`src/rtl/wb_stage_p.sv`:
```
// Write-back stage: selects ALU or extended load data, masks x0 writes, counts retirements.
// Latency: 1 cycle from accept to registered write port.
// Backpressure: ready_o = ~stall_i; outputs hold on stall, flush inserts a bubble.
module wb_stage_p #(
  parameter  int DATA_W = 32,
  parameter  int AREG_W = 5,
  parameter  int CNT_W  = 32,
  localparam int OFF_W  = $clog2(DATA_W/8)
) (
  input  logic              clk,
  input  logic              rst,
  input  logic              valid_i,
  output logic              ready_o,
  input  logic              stall_i,
  input  logic              flush_i,
  input  logic              memtoreg_i,
  input  logic              regwrite_i,
  input  logic [1:0]        load_size_i,
  input  logic              load_unsigned_i,
  input  logic [OFF_W-1:0]  byte_off_i,
  input  logic [AREG_W-1:0] write_addr_i,
  input  logic [DATA_W-1:0] write_data_i,
  input  logic [DATA_W-1:0] read_data_i,
  output logic              regwrite_o,
  output logic [AREG_W-1:0] write_addr_o,
  output logic [DATA_W-1:0] write_data_o,
  output logic [CNT_W-1:0]  retire_cnt_o
);

  localparam logic [DATA_W-1:0] ONES = '1;

  logic              accept;
  logic [DATA_W-1:0] shifted;
  logic [DATA_W-1:0] ext_mask;
  logic              sign_bit;
  logic [DATA_W-1:0] load_ext;
  logic [DATA_W-1:0] sel_data;
  logic              wr_en;

  assign ready_o = ~stall_i;
  assign accept  = valid_i & ~stall_i & ~flush_i;

  // Bits above the top of the word shift in as zero, so misaligned
  // sub-word loads simply see zeros in their upper bytes.
  assign shifted = read_data_i >> {byte_off_i, 3'b000};

  // Mask of the bits kept for the selected load size; sizes wider than the
  // datapath collapse to the full word.
  always_comb begin
    ext_mask = ONES;
    unique case (load_size_i)
      2'b00:   ext_mask = ONES >> (DATA_W - 8);
      2'b01:   ext_mask = ONES >> (DATA_W - 16);
      2'b10:   ext_mask = ONES >> (DATA_W - 32);
      default: ext_mask = ONES;
    endcase
  end

  // The sign bit is the highest bit inside the mask; pick it out with a
  // one-hot mask rather than a variable index.
  assign sign_bit = |(shifted & (ext_mask & ~(ext_mask >> 1)));
  assign load_ext = (shifted & ext_mask) |
                    ((~load_unsigned_i & sign_bit) ? ~ext_mask : '0);

  // Writes to x0 or non-writing instructions capture zero data.
  assign wr_en    = regwrite_i & (write_addr_i != '0);
  assign sel_data = wr_en ? (memtoreg_i ? load_ext : write_data_i) : '0;

  // Write-port register: flush beats stall, stall holds, otherwise capture or bubble.
  always_ff @(posedge clk or posedge rst) begin
    if (rst) begin
      regwrite_o   <= 1'b0;
      write_addr_o <= '0;
      write_data_o <= '0;
    end else if (flush_i) begin
      regwrite_o   <= 1'b0;
      write_addr_o <= '0;
      write_data_o <= '0;
    end else if (stall_i) begin
      regwrite_o   <= regwrite_o;
      write_addr_o <= write_addr_o;
      write_data_o <= write_data_o;
    end else if (valid_i) begin
      regwrite_o   <= wr_en;
      write_addr_o <= write_addr_i;
      write_data_o <= sel_data;
    end else begin
      regwrite_o   <= 1'b0;
      write_addr_o <= '0;
      write_data_o <= '0;
    end
  end

  // Retire counter advances on every accepted instruction and wraps freely.
  always_ff @(posedge clk or posedge rst) begin
    if (rst) begin
      retire_cnt_o <= '0;
    end else if (accept) begin
      retire_cnt_o <= retire_cnt_o + 1'b1;
    end
  end

endmodule

```
`config.mk`:
```
export PLATFORM = sky130hd
export DESIGN_NAME = wb_stage_p
export DESIGN_NICKNAME = d
export VERILOG_FILES = /design/src/rtl/wb_stage_p.sv
export SDC_FILE = /design/constraint.sdc
export NUM_CORES = 1
export LEC_CHECK = 0
export ABC_AREA = 0
export BUFFER_PORTS_ARGS = -buffer_cell sky130_fd_sc_hd__buf_2
export CAP_MARGIN = 0
export CORE_ASPECT_RATIO = 1.2
export CORE_MARGIN = 1
export CORE_UTILIZATION = 45
export DETAILED_ROUTE_END_ITERATION = 8
export HOLD_SLACK_MARGIN = 0.08
export PLACE_DENSITY_LB_ADDON = 0.2
export SYNTH_ARGS = -nofsm -noshare
export SYNTH_HDL_FRONTEND = slang
export SYNTH_SLANG_ARGS = --single-unit
```
`constraint.sdc`:
```
create_clock -name clk -period 2.6 [get_ports clk]
set_input_delay 0.52 -clock clk [delete_from_list [all_inputs] [get_ports clk]]
set_output_delay 0.52 -clock clk [all_outputs]
set_load 0.02 [all_outputs]
```
==> results.cfg <==
[timing]
finalCritPeriodShare_pct = 69.53
max_slew.worst_pin.slew_ns = 0.7237
fmax_mhz = 553.2
rsz0062_at_grt = false
fin_setup_tns_ns = 0
drv_slew = 0
finalCriticalPeriod_ns = 1.808
finalSetupViolCount = 0
finalHoldViolCount = 0
finClkSkew_ns = 0.01512
relSlewSlack_pct = 51.69

[layout]
fin_nets = 598
n_antenna_cell = 0
fill_cells = 727
multiInputGateArea_um2 = 1997
layout.cells.non_filler = 635
drive_above_1_share_pct = 38.96
regArea_um2 = 1752
syn2layout_area_growth_pct = 27.69

[logic_synthesis]
synthTopCellsByArea = dfrtp_1 (45%), mux2i_1 (5.1%), mux4_2 (4.6%)
synth_edf_count = 0
synthDominantAreaCellType = dfrtp_1
ys_ff_latch = 70
ys_seq_area_share_pct = 44.97
ys_warn_count = 0
synthArstFlopShare_pct = 100.0
synthTopCellsByCount = dfrtp_1 (70), nand2_1 (34), o21ai_0 (32), mux2i_1 (20), xnor2_1 (19)
yosys.cell_types.count = 45
postSynthAreaPerCell_um2 = 10.58
synth-main-ff-cell = dfrtp_1
synth_nets = 450
netlist.area_leader.share_pct = 44.97
synth_most_common_cell = dfrtp_1
synthCells = 368
netlist_area_um2 = 3895

[worst_setup_path]
crit_slowest_cell = a211oi_2
crit_chain = buf_2 > nor3b_4 > o211ai_2 > a211oi_2 > a221o_1
cp.arrival_ns = 2.10
r2r-end = retire_cnt_o[22]
r2r_slack_ns = 0.81
reg2regPathDepth = 4
r2r-start = retire_cnt_o[5]
required_ns = 2.89
worstSetupPathType = in -> reg
cp_slowest_stage_delay_ns = 0.51
worstPathMaxFanout = 11
crit_path_start_kind = input pin
end_kind = flop

[detailed_routing]
vias = 3581
route.met2.wl_mm = 5.565
routedWlPerCell_um = 17.42
drc_errors = 0
via_per_inst = 5.639
routed_wl_mm = 11.06
postRouteAntennaNets = 0
wl_met1_mm = 4.493
firstDrtPassIters = 4
met3WireLength_um = 679
top_layer = met4
dr.first_iter.drc_count = 166

[global_route]
first_global_vias = 3474
track_usage_pct = 25.54
grt_max_degree = 38
antenna_found_initial = 0
grt_pass1_wl_mm = 17.85
grt_remaining_overflow = 0

[die]
initial_core_util_pct = 47.25
fp.dieH_um = 103.9
io_pins = 152
die_w_um = 86.93
die-area_um2 = 9033
design.core.area_um2 = 8243
rows = 36

[hold_path]
hp-class = in -> async

[outcome]
outcome = completed

[cts]
ctsHoldBuffers = 0
cts_inserted_buffers = 9
cts_sinks = 70
clkTransAtPathRegs_ns = 0.09
tritoncts = yes
clk_path_buf_depth = 2
cts-root-buf = clkbuf_8
cts_setup_buffers = 0
htreeDepth = 3
ctsResizeCount = 0
insertion_delay_ns = 0.35

[place]
place.gp.congestion = 0.8683
placedCellCount = 619
portBuffers = 151
dp_hpwl_mm = 8.297

[pwr]
power_density_nw_per_um2 = 524.2
leakagePower_nw = 2.521
peakVddDrop_v = 0.0003285

[run]
cap_viol_max_count = 0
## placed cells by master, fill, tap and decap left out, types with 3 or more instances in the layout
cell type	count
buf_2	151
dfrtp_1	70
nand2_1	34
o21ai_0	32
mux2i_1	20
xnor2_1	19
a22oi_1	15
a221oi_1	14
nand4_1	13
xor2_1	12
and2_1	11
nor3_1	10
mux2_2	9
nand3_1	9
clkbuf_8	9
buf_4	9
inv_1	8
mux4_2	8
a221o_1	8
a21oi_1	7
nor2_1	6
a22o_1	5
and3_1	5
and4_1	5
clkinv_4	3
## power by group
group          internal (mW)  switching (mW)
Clock                  0.455           0.465
Sequential              1.14          0.0618
Combinational          0.202           0.281
Total                   1.80           0.808
## worst max path at each step
stage             from               end  slack, ns  cells past startpoint
6_report       flush_i   write_data_o[9]       0.79                      5
3_3_place_gp   flush_i   write_data_o[8]       0.51                      5
2_1_floorplan      rst        regwrite_o       0.31                      1
5_1_grt        flush_i  write_data_o[28]       0.68                      5
3_5_place_dp   flush_i   write_data_o[8]       0.45                      5
4_1_cts        flush_i   write_data_o[9]       0.81                      5
## layer usage
| metal | up-vias | GRT usage [%] |
|---|---|---|
| li1 | 1682 | - |
| met1 | 1722 | 31.84 |
| met2 | 154 | 42.29 |
| met3 | 23 | 6.111 |
| met4 | 0 | 9.762 |
| met5 | - | 0 |
## critical path, delay by kind of cell
family / cells / cell delay (ns)
compound gates: 3 / 1.00
buf+inv: 1 / 0.13
simple gates: 1 / 0.44
## through the flow
step | instance area [µm²] | total power [mW] | hold WS [ns] | utilization (%) | setup slack (ns)
after floorplan | 3895 | 1.503 | 0.5821 | - | 0.3118
after global placement | 4768 | 1.704 | 0.4537 | 57.85 | 0.5059
after detailed placement | 4768 | 1.713 | 0.4657 | 57.85 | 0.4541
after CTS | 4974 | 2.627 | 0.3000 | 60.34 | 0.8123
after global routing | 4974 | 2.734 | 0.3425 | 60.34 | 0.6795
final | 4974 | 2.607 | 0.2861 | 60.34 | 0.7923
## sequential cells by signal (all words and copies together) (netlist names)
register,cells
regwrite_o,1
retire_cnt_o,32
write_addr_o,5
write_data_o,32
## cells by family (layout without fill, tap and decap cells)
kind of cell               count (synthesis)  in the layout  share of synthesized area (%)
muxes                                     37             37                          12.37
and+or+nand+nor                          107            107                          15.16
AOI/OAI and AO/OA                         89             89                          16.25
xor gates and xnor gates                  31             31                          6.971
adders and majority gates                  1              1                         0.3212
DFF                                       70             70                          44.97
buffers and inverters                     33            186                          3.951
## area by class of cell
cell class | count | share of cell area, %
tap | 114 | 2.868
sequential | 70 | 35.22
clock inverter | 7 | 1.635
inverter | 9 | 0.6792
multi-input combinational | 265 | 40.15
clock buffer | 9 | 2.491
timing repair buffer | 161 | 16.96
No activity file was read; power rests on OpenSTA's default activity.
